$ cat src/rtl/sync_fifo.sv
// Single-clock FIFO with wrap-bit pointers, threshold flags, sticky error flags
// and a choice of registered-read or first-word-fall-through read port.
module sync_fifo #(
  parameter int DATASIZE      = 8,
  parameter int DEPTH         = 16,
  parameter int AFULL_THRESH  = DEPTH - 2,
  parameter int AEMPTY_THRESH = 2,
  parameter int FWFT          = 0,
  localparam int AW           = $clog2(DEPTH)
) (
  input  logic                clk,
  input  logic                rst,
  input  logic [DATASIZE-1:0] wdata,
  input  logic                wren,
  input  logic                rden,
  input  logic                clr_err,
  output logic [DATASIZE-1:0] rdata,
  output logic                rvalid,
  output logic                full,
  output logic                empty,
  output logic                almost_full,
  output logic                almost_empty,
  output logic [AW:0]         count,
  output logic                overflow,
  output logic                underflow
);

  localparam int          CW       = AW + 1;
  localparam logic [AW:0] DEPTH_C  = CW'(DEPTH);
  localparam logic [AW:0] AFULL_C  = CW'(AFULL_THRESH);
  localparam logic [AW:0] AEMPTY_C = CW'(AEMPTY_THRESH);

  logic [DATASIZE-1:0] mem_r [DEPTH];
  logic [AW:0]         wptr_r;
  logic [AW:0]         rptr_r;
  logic [AW:0]         count_s;
  logic                full_s;
  logic                empty_s;
  logic                wr_acc_s;
  logic                rd_acc_s;
  logic                overflow_r;
  logic                underflow_r;

  // Status is decoded purely from the registered pointers, so the extra
  // pointer bit distinguishes full from empty without a separate counter.
  assign count_s  = wptr_r - rptr_r;
  assign full_s   = (count_s == DEPTH_C);
  assign empty_s  = (count_s == {CW{1'b0}});
  assign wr_acc_s = wren && !full_s;
  assign rd_acc_s = rden && !empty_s;

  assign count        = count_s;
  assign full         = full_s;
  assign empty        = empty_s;
  assign almost_full  = (count_s >= AFULL_C);
  assign almost_empty = (count_s <= AEMPTY_C);
  assign overflow     = overflow_r;
  assign underflow    = underflow_r;

  // Pointer advance on accepted operations.
  always_ff @(posedge clk) begin
    if (rst) begin
      wptr_r <= {CW{1'b0}};
      rptr_r <= {CW{1'b0}};
    end else begin
      if (wr_acc_s) wptr_r <= wptr_r + {{AW{1'b0}}, 1'b1};
      if (rd_acc_s) rptr_r <= rptr_r + {{AW{1'b0}}, 1'b1};
    end
  end

  // Storage write; contents survive reset but nothing is written during it.
  always_ff @(posedge clk) begin
    if (wr_acc_s && !rst) mem_r[wptr_r[AW-1:0]] <= wdata;
  end

  // Sticky error flags; a new error in the same cycle beats clr_err.
  always_ff @(posedge clk) begin
    if (rst) begin
      overflow_r  <= 1'b0;
      underflow_r <= 1'b0;
    end else begin
      if (wren && full_s)     overflow_r <= 1'b1;
      else if (clr_err)       overflow_r <= 1'b0;
      if (rden && empty_s)    underflow_r <= 1'b1;
      else if (clr_err)       underflow_r <= 1'b0;
    end
  end

  generate
    if (FWFT == 0) begin : g_reg_read
      logic [DATASIZE-1:0] rdata_r;
      logic                rvalid_r;

      // Registered read port: rdata only changes on an accepted read.
      always_ff @(posedge clk) begin
        if (rst) begin
          rdata_r  <= {DATASIZE{1'b0}};
          rvalid_r <= 1'b0;
        end else begin
          rvalid_r <= rd_acc_s;
          if (rd_acc_s) rdata_r <= mem_r[rptr_r[AW-1:0]];
        end
      end

      assign rdata  = rdata_r;
      assign rvalid = rvalid_r;
    end else begin : g_fwft_read
      assign rdata  = mem_r[rptr_r[AW-1:0]];
      assign rvalid = !empty_s;
    end
  endgenerate

endmodule

$ cat config.mk
export PLATFORM = sky130hd
export DESIGN_NAME = sync_fifo
export DESIGN_NICKNAME = d
export VERILOG_FILES = /design/src/rtl/sync_fifo.sv
export SDC_FILE = /design/constraint.sdc
export NUM_CORES = 1
export LEC_CHECK = 0
export CAP_MARGIN = 10
export CORE_MARGIN = 4
export CORE_UTILIZATION = 60
export DETAILED_ROUTE_END_ITERATION = 6
export GPL_TIMING_DRIVEN = 1
export HOLD_SLACK_MARGIN = 0.06
export PLACE_DENSITY = 0.78
export REMOVE_ABC_BUFFERS = 1
export SLEW_MARGIN = 20
export SYNTH_ARGS = -nofsm -noshare
export SYNTH_HDL_FRONTEND = slang
export SYNTH_SLANG_ARGS = --single-unit
$ cat constraint.sdc
create_clock -name clk -period 3.7 [get_ports clk]
set_input_delay 0.74 -clock clk [delete_from_list [all_inputs] [get_ports clk]]
set_output_delay 0.74 -clock clk [all_outputs]
set_load 0.005 [all_outputs]
After elaboration in Yosys (flattened, before gate mapping):

Memories as Yosys holds them, arrays and structs flattened. A register that Yosys moved wholly into a read port is not among the register bits.
Cells that the tools add are included.

* register bits after elaboration: 13
* bits in latches: 0
* memory bits (writable): 128
* memory bits (read-only): 0
* input port bits: 13
* output and inout port bits: 20
* logic and storage cells: 28
* memories: 1

* add/subtract/negate cells: 3
* $mul: 0
* divide/modulo/power cells: 0
* magnitude comparators: 2
* eq/ne operators: 1
* shifts and indexed selects: 0
* mux-type cells: 5
* bitwise operators: 0
* reduce and logical (&&, ||, !) cells: 11

Memories
* mem_r: depth 16, bits a word 8, rd ports 1, clocked after memory_dff 1, wr ports 1, RTL line 33 `logic [DATASIZE-1:0] mem_r [DEPTH];`

Operator list (count)
* $add A5 B1 Y5 const B: 2
* $eq A5 B5 Y1 const B: 1
* $ge A5 B4 Y1 const B: 1
* $le A5 B2 Y1 const B: 1
* $logic_and A1 B1 Y1: 5
* $logic_not A5 Y1: 1
* $mux W1: 5
* $sub A5 B5 Y5: 1
* $reduce_bool A2 Y1: 2
* $logic_not A1 Y1: 3

Logic depth before layout (Yosys ltp):

Gate-level depths: netlist (run 1).

* depth after elaboration: 7
* gate-level depth with buffers: 11
* depth with buffers taken out: 9

Worst setup path before layout (run 1):

Ideal clock, no wire load.

* kind: reg2reg
* from: register wptr_r[0]
* to: memory mem_r[6][0] (enable)
* setup time: 0.398 ns
* data arrival time: 2.947 ns
* required time: 3.302 ns
* setup slack: 0.355 ns
* cell stages (with the launch flop): 9
* path buffers: 0
* period minus slack after synthesis: 3.345 ns
* path through: dfxtp_1 inv_1 ha_1 fa_1 nand2b_1 a21oi_2 xor2_4 o21ai_4 nor4b_1

* cells in the longest elaborated chain, start to end: 7

RTL lines
* from (decl): RTL line 34 `logic [AW:0] wptr_r;`
* from (signal assigned): RTL line 63 `wptr_r <= {CW{1'b0}};`
* from (signal assigned): RTL line 66 `if (wr_acc_s) wptr_r <= wptr_r + {{AW{1'b0}}, 1'b1};`
* $sub A5 B5 Y5: RTL line 46 `assign count_s = wptr_r - rptr_r;`
* $eq A5 B5 Y1: RTL line 47 `assign full_s = (count_s == DEPTH_C);`
* $logic_not A1 Y1: RTL line 49 `assign wr_acc_s = wren && !full_s;`
* $logic_and A1 B1 Y1: RTL line 49
* $logic_and A1 B1 Y1: RTL line 73 `if (wr_acc_s && !rst) mem_r[wptr_r[AW-1:0]] <= wdata;`
* $mux W1: RTL line 73
* $mux W1 (not written as such): RTL line 73
* to (decl): RTL line 33

Parallel ways exist; a longest one is shown, timed or not.

Worst setup path in the final report (run 1):

* from: register wptr_r[0]
* to: output almost_full

* cells in the longest elaborated chain, start to end: 2

RTL lines
* $sub A5 B5 Y5: RTL line 46
* $ge A5 B4 Y1: RTL line 55 `assign almost_full = (count_s >= AFULL_C);`
* to (decl): RTL line 21 `output logic almost_full,`

No other way between the ends.

==> flow_summary.ini, run 1 <==
[sta]
finalSetupViolCount = 0
timing.final.crit_share_pct = 96.8
fmax_mhz = 279
slew_violations = 0
hold_violations = 0
rsz0062_at_grt = false
fin_skew_ns = 0.0132
period_minus_slack_ns = 3.58
setup_ws_ns = 0.118
max_slew.worst_pin.slew_ns = 0.647
relSlewSlack_pct = 56.8

[drt]
routedWlPerCell_um = 24.1
routed_via_density = 6.36
routed_wl_mm = 13.9
dr.first_iter.drc_count = 428
antenna_left = 0
dr.pass1.iters = 5
via_count = 3672
drc = 0

[yosys]
ys_types = 59
synth_warnings = 0
syn_area_per_cell_um2 = 17.4
synth_ff_type = edfxtp_1
async_flop_share_pct = 0
ys_ff_latch = 149
syn_inst = 374
synth_seq_area_share_pct = 65.5
netlist_area_um2 = 6510
synth-edff-count = 128

[grt]
grt-ovfl-total = 0
grt_pass1_vias = 3770
grt_max_degree = 38
track_usage_pct = 23.3
grt_pass1_wl_mm = 21.7
antenna_found_initial = 0

[worst_setup_path]
startpoint_type = flop
critPathKind = reg -> out
crit_path_max_fanout = 6
cp-end-kind = output pin
required_ns = 2.96
worstPathArrival_ns = 2.84

[floorplanning]
core_area_um2 = 10500
start_util_pct = 62.3
dieArea_um2 = 12600
io_pins = 33
die_h_um = 112
rows = 37
die_w_um = 112

[finish]
fin_area_um2 = 7680
fillers = 634
syn_to_final_growth_pct = 17.9
nets = 451
drive_gt1_share_pct = 24.0
diodes = 0
mostFrequentLayoutCell = edfxtp_1
mostFrequentLayoutCells = 128 x edfxtp_1, 31 x clkdlybuf4s50_1, 29 x nor2_1

[clock_network]
clkLatencyLatePin_ns = 0.52
htreeDepth = 4
clock-root-buffer = clkbuf_8
postCtsHoldBufs = 0
cts_buffers = 17
cts_buffer_depth = 2
cts_tree = done
clock-sinks = 149
clk_transition_reported_paths_ns = 0.06

[place]
placed_area_um2 = 7000
place_ws_ns = 0.186
place_hpwl_mm = 8.37
place.gp.congestion = 0.916
portBuffers = 32

[power]
p_per_area_nw_per_um2 = 733
vdd.ir_drop.worst_v = 0.000624
power_leakage_nw = 2.55

[run_status]
status = completed

[run]
drv_cap = 0

[worst_hold_path]
worstHoldPathType = reg -> reg
[registers in the layout (all words and copies together), names as in the netlist]
| register | count |
|---|---|
| mem_r | 128 |
| rdata | 8 |
| rptr_r | 5 |
| wptr_r | 5 |
| overflow | 1 |
| rvalid | 1 |
| underflow | 1 |
[metal layers]
| metal | GRT usage (%) | share of wire (%) | vias up |
|---|---|---|---|
| met4 | 8.65 | 2.9 | 0 |
| met1 | 30.5 | 39 | 1841 |
| met3 | 5.07 | 6.9 | 32 |
| met2 | 38.5 | 51 | 182 |
| met5 | 0 | 0 | - |
| li1 | - | - | 1617 |
[logic make-up after synthesis]
group,synth area share (%)
xor+xnor,1.06
compound gates,6.01
mux,14.1
simple gates,6.99
buf+inv,4.34
flops,65.5
fa+ha+maj,2.04
[per-stage QoR]
stage	setup TNS (ns)	util, %	hold slack (ns)	total power [W]	cells
2_1_floorplan	-75.03	-	0.451	0.00307	351
3_3_place_gp	0	66.9	0.460	0.00374	543
3_5_place_dp	0	66.9	0.460	0.00379	543
4_1_cts	0	73.3	0.473	0.00565	577
5_1_grt	0	73.4	0.489	0.00588	577
6_report	0	73.4	0.475	0.00563	577
[Yosys cell counts (all sizes together), types with 2 or more instances]
cell	count	area, um^2
a2111oi	2	23.8
a211oi	2	25.0
a21boi	2	30.0
a21oi	6	45.0
a32oi	2	17.5
buf	16	171
clkbuf	5	23.8
dfxtp	21	420
edfxtp	128	3840
ha	9	113
inv	17	68.8
mux2	9	109
mux2i	4	40.0
mux4	31	769
nand2	11	41.3
nand2b	2	12.5
nand4	8	50.1
nor2	29	109
nor2b	6	37.5
nor3	4	20.0
nor4	9	103
nor4b	4	35.0
o2111ai	2	17.5
o211ai	6	45.0
o21ai	2	21.3
o22ai	13	81.3
o311ai	6	52.6
o31ai	2	15.0
or4	2	15.0
xor2	3	52.6
[report_power, final]
| part | internal (W) | total (W) | leakage [nW] | switching (W) |
|---|---|---|---|---|
| logic | 0.000886 | 0.00187 | 0.927 | 0.000985 |
| clock network | 0.00111 | 0.00177 | 0.299 | 0.000657 |
| registers | 0.00193 | 0.00199 | 1.33 | 0.0000616 |
| total | 0.00393 | 0.00563 | 2.55 | 0.00170 |
[worst paths after layout]
path	startpoint	to	slack [ns]	depth (start not counted)
worst max-delay path	wptr_r[0]	almost_full	0.12	9
worst min-delay path	rdata[0]	rdata[0]	0.47	2
worst max register to register	wptr_r[0]	mem_r[1][0]	0.67	9
worst min register to register	rdata[0]	rdata[0]	0.47	2
[layout make-up]
class / instances / area [um^2] / area share, %
flip-flops and latches: 149 / 4270 / 55.6
well taps: 136 / 170 / 2.21
repair buffers: 58 / 522 / 6.79
multi-input cells: 185 / 2040 / 26.5
clock inverters: 12 / 178 / 2.31
inverters: 17 / 68.8 / 0.896
clock buffers: 20 / 435 / 5.67
[repair_timing]
item	4_1_cts	5_1_grt
setup buffers	2	0
endpoints found under the setup margin	4	3
hold endpoints to repair	0	0
gates resized for setup	9	5
pin swaps	2	2
[worst max-delay path, stage by stage (launching register included)]
cell and delay [ns]:
dfxtp_4 0.37, inv_2 0.06, ha_1 0.22, fa_2 0.37, nand2b_4 0.16, a21oi_4 0.18
xor2_4 0.22, inv_6 0.07, a31o_2 0.21, clkdlybuf4s50_1 0.45
No activity file was read; power rests on OpenSTA's default activity.
==> inputs of run 2 (changes only) <==
--- a/config.mk
+++ b/config.mk
@@ -13,6 +13,7 @@
 export HOLD_SLACK_MARGIN = 0.06
 export PLACE_DENSITY = 0.78
 export REMOVE_ABC_BUFFERS = 1
+export SETUP_SLACK_MARGIN = 0.02
 export SLEW_MARGIN = 20
 export SYNTH_ARGS = -nofsm -noshare
 export SYNTH_HDL_FRONTEND = slang
==> flow_summary.ini, run 2 (same netlist as run 1, synthesis figures left out) <==
[grt]
antenna_found_initial = 0
grt_max_degree = 38
grt-ovfl-total = 0
track_usage_pct = 23.2
grt_pass1_vias = 3770
grt_pass1_wl_mm = 21.7

[floorplanning]
dieArea_um2 = 12600
start_util_pct = 62.3
die_h_um = 112
io_pins = 33
die_w_um = 112
core_area_um2 = 10500
rows = 37

[clock_network]
clkLatencyLatePin_ns = 0.52
cts_buffers = 17
clk_transition_reported_paths_ns = 0.06
postCtsHoldBufs = 0
clock-sinks = 149
cts_buffer_depth = 2
clock-root-buffer = clkbuf_8
htreeDepth = 4
cts_tree = done

[worst_setup_path]
startpoint_type = flop
crit_path_max_fanout = 14
cp_slowest_cell = clkdlybuf4s50_1
r2r-start = wptr_r[0]
crit_path_cell_trace = inv_2, ha_1, fa_2, nand2b_4, a21oi_4, xor2_4, buf_6, nor2_1, clkdlybuf4s50_1
worst-r2r-cell-count = 9
cpPeakStageDelay_ns = 0.44
worstPathArrival_ns = 2.83
cp-end-kind = output pin
required_ns = 2.96
critPathKind = reg -> out
rr_endpoint = mem_r[1][0]
rrSetupSlack_ns = 0.65

[sta]
max_slew.worst_pin.slew_ns = 0.648
fin_skew_ns = 0.0102
timing.final.crit_share_pct = 96.4
slew_violations = 0
fmax_mhz = 280
rsz0062_at_grt = false
hold_ws_ns = 0.475
period_minus_slack_ns = 3.57
finalSetupViolCount = 0
setup_ws_ns = 0.135
relSlewSlack_pct = 56.7
hold_violations = 0

[power]
vdd.ir_drop.worst_v = 0.000627
power_leakage_nw = 2.57
p_per_area_nw_per_um2 = 733

[place]
portBuffers = 32
place_hpwl_mm = 8.37
place.gp.congestion = 0.916
place_ws_ns = 0.186

[drt]
via_count = 3672
antenna_left = 0
routed_via_density = 6.36
dr.first_iter.drc_count = 406
drc = 0
routedWlPerCell_um = 24.1
dr.pass1.iters = 5
routed_wl_mm = 13.9

[finish]
nets = 451
mostFrequentLayoutCells = 128 x edfxtp_1, 30 x clkdlybuf4s50_1, 29 x nor2_1
syn_to_final_growth_pct = 18.0
fillers = 633
diodes = 0
largest_reg_flops = 128
mostFrequentLayoutCell = edfxtp_1
drive_gt1_share_pct = 24.0

[worst_hold_path]
hold_depth = 2
min_to = rdata[0]
hp-start = rdata[0]
worstHoldPathType = reg -> reg

[run_status]
status = completed

[run]
drv_cap = 0
## run 2: changes by cell type in the layout (fill, tap and decap cells not counted)
cell and delta:
dlymetal6s2s_1 +1, clkdlybuf4s50_1 -1
## run 2: worst max-delay path by stage
stage | depth (start not counted) | to | from | slack, ns
after floorplan | 7 | mem_r[4][0] | rptr_r[0] | -0.85
after global placement | 9 | almost_empty | wptr_r[0] | 0.30
after detailed placement | 9 | almost_empty | wptr_r[0] | 0.19
after CTS | 9 | almost_full | wptr_r[0] | 0.03
after global routing | 8 | empty | wptr_r[0] | 0.02
final | 9 | full | wptr_r[0] | 0.13
## run 2: what timing repair did
| item | in CTS | in global routing |
|---|---|---|
| gates resized for setup | 10 | 5 |
| buffers inserted | 2 | 0 |
| setup endpoints to repair | 5 | 3 |
| pin swaps | 2 | 2 |
## run 2: worst max-delay path, delay by kind of cell (launching register included)
family / cells / cell delay (ns)
AND/OR/NAND/NOR: 2 / 0.22
XOR/XNOR: 1 / 0.22
flip-flops: 1 / 0.37
adder cells (fa/ha/maj): 2 / 0.59
buffers and inverters: 3 / 0.71
AO/OA/AOI/OAI: 1 / 0.18
## run 2: layout make-up
cell class / instances / area (um^2) / area share, %
Clock buffer: 20 / 435 / 5.67
Clock inverter: 12 / 178 / 2.31
Inverter: 17 / 68.8 / 0.895
Multi-Input combinational cell: 185 / 2040 / 26.5
Sequential cell: 149 / 4270 / 55.6
Tap cell: 136 / 170 / 2.21
Timing Repair Buffer: 58 / 524 / 6.82
## run 2: report_power, final
part	leakage, nW	switching, W	total [W]	internal (W)
Clock	0.299	0.000656	0.00177	0.00111
Combinational	0.941	0.000988	0.00187	0.000883
Sequential	1.33	0.0000614	0.00199	0.00193
Total	2.57	0.00171	0.00563	0.00393
## run 2: stage by stage
| step | TNS [ns] | total power (W) | cells | util, % | instance area [um^2] |
|---|---|---|---|---|---|
| 2_1_floorplan | -75.03 | 0.00307 | 351 | - | 6300 |
| 3_3_place_gp | 0 | 0.00374 | 543 | 66.9 | 7000 |
| 3_5_place_dp | 0 | 0.00379 | 543 | 66.9 | 7000 |
| 4_1_cts | 0 | 0.00566 | 577 | 73.3 | 7670 |
| 5_1_grt | 0 | 0.00588 | 577 | 73.5 | 7680 |
| 6_report | 0 | 0.00563 | 577 | 73.5 | 7680 |
## run 2: layer usage
metal	global-route usage, %	wire, um	vias up	part of all wire, %
met5	0	0	-	0
met1	30.5	5480	1850	39
met3	5.07	963	24	6.9
met2	38.5	7100	183	51
met4	8.65	350	0	2.5
li1	-	-	1615	-
==> inputs of run 3 (changes only) <==
==> constraint.sdc (replaced) <==
create_clock -name clk -period 3.7 [get_ports clk]
set_input_delay 0.555 -clock clk [delete_from_list [all_inputs] [get_ports clk]]
set_output_delay 0.555 -clock clk [all_outputs]
set_load 0.005 [all_outputs]
==> flow_summary.ini, run 3 (same netlist as run 1, synthesis figures left out) <==
[run_status]
status = completed

[place]
placed_cells = 541
place_hpwl_mm = 8.44
place.gp.congestion = 0.893
portBuffers = 32
place_ws_ns = 0.403

[worst_setup_path]
required_ns = 3.14
crit_path_max_fanout = 16
critPathKind = reg -> out
startpoint_type = flop
worstPathArrival_ns = 2.98
cp-end-kind = output pin

[drt]
routedWlPerCell_um = 23.2
routed_via_density = 6.45
dr.first_iter.drc_count = 473
via_count = 3689
wl_met1_mm = 5.28
drc = 0
routed_wl_mm = 13.3
dr_wl_met2_mm = 6.59
routed.top_layer = met4
dr.pass1.iters = 5
antenna_left = 0
wl_met3_um = 971

[floorplanning]
die_w_um = 112
dieArea_um2 = 12600
die_h_um = 112
io_pins = 33
rows = 37
core_area_um2 = 10500
start_util_pct = 62.3

[power]
p_comb_share_pct = 32.3
vdd.ir_drop.worst_v = 0.000719
p_int_w = 0.00376
switchingPower_w = 0.00165
p_per_area_nw_per_um2 = 715
p_seq_share_pct = 36.8
sw_frac_of_total_pct = 30.5
p_clk_share_pct = 30.9
power_leakage_nw = 2.50

[grt]
grt_pass1_wl_mm = 20.8
grt_pass1_vias = 3754
grt-ovfl-total = 0
antenna_found_initial = 0
track_usage_pct = 22.2
grt_max_degree = 38

[sta]
setup_ws_ns = 0.162
fmax_mhz = 283
timing.final.crit_share_pct = 95.6
fin_skew_ns = 0.00526
relSlewSlack_pct = 54.1
period_minus_slack_ns = 3.54
max_slew.worst_pin.slew_ns = 0.687
hold_violations = 0
finalSetupViolCount = 0
rsz0062_at_grt = false
slew_violations = 0

[clock_network]
postCtsHoldBufs = 0
clock-sinks = 149
cts_buffers = 17
clkLatencyLatePin_ns = 0.52
htreeDepth = 4
post_cts_buffers = 0
cts_tree = done
clk_transition_reported_paths_ns = 0.06
cts_buffer_depth = 2
clock-root-buffer = clkbuf_8

[finish]
final_cells = 572
fillers = 641
syn_to_final_growth_pct = 16.3
diodes = 0
nets = 447
mostFrequentLayoutCell = edfxtp_1
drive_gt1_share_pct = 22.0
largest_reg_flops = 128
fin_util_pct = 72.4
mostFrequentLayoutCells = 128 x edfxtp_1, 31 x clkdlybuf4s50_1, 29 x nor2_1

[worst_hold_path]
worstHoldPathType = reg -> reg

[run]
drv_cap = 0
## run 3: layout make-up
type	count	area (um^2)	share of cell area (%)
repair buffers	54	488	6.44
well taps	136	170	2.25
clock inverters	13	158	2.08
inverters	17	68.8	0.909
flip-flops and latches	149	4270	56.3
multi-input cells	185	2000	26.5
clock buffers	18	418	5.52
## run 3: power groups by stage
stage | registers (W) | clock network, W | logic, W
3_3_place_gp | 0.00202 | 0 | 0.00170
3_5_place_dp | 0.00203 | 0 | 0.00172
6_report | 0.00199 | 0.00167 | 0.00175
5_1_grt | 0.00200 | 0.00177 | 0.00188
2_1_floorplan | 0.00210 | 0 | 0.000969
4_1_cts | 0.00199 | 0.00169 | 0.00174
## run 3: repair_timing
action,CTS,global route
pin swaps,2,1
gates resized for setup,2,4
endpoints found under the setup margin,3,4
## run 3: metal layers
| metal | up-vias | track usage [%] |
|---|---|---|
| li1 | 1616 | - |
| met3 | 36 | 4.58 |
| met5 | - | 0 |
| met4 | 0 | 9.38 |
| met1 | 1847 | 29.8 |
| met2 | 190 | 35.8 |
## run 3: final timing paths
path	start	endpoint	slack [ns]	cells past startpoint
hold reg to reg	rdata[0]	rdata[0]	0.47	2
hold / removal	rdata[0]	rdata[0]	0.47	2
setup reg to reg	wptr_r[0]	mem_r[1][5]	0.68	9
setup / recovery	wptr_r[0]	almost_full	0.16	9
## run 3: worst max-delay path, stage by stage (launching register included)
cell and delay [ns]:
dfxtp_2 0.37, inv_1 0.10, ha_1 0.24, fa_2 0.37, nand2b_1 0.17, a21oi_2 0.22
xor2_4 0.23, inv_6 0.10, a31o_2 0.23, clkdlybuf4s50_1 0.44
## run 3: through the flow
stage                     cell area (um^2)  hold slack, ns  total power, W  setup TNS [ns]
final                                 7570           0.471         0.00541               0
after global routing                  7570           0.494         0.00565               0
after detailed placement              6980           0.466         0.00375               0
after floorplan                       6300           0.451         0.00307          -74.94
after global placement                6980           0.457         0.00372               0
after CTS                             7560           0.475         0.00542               0
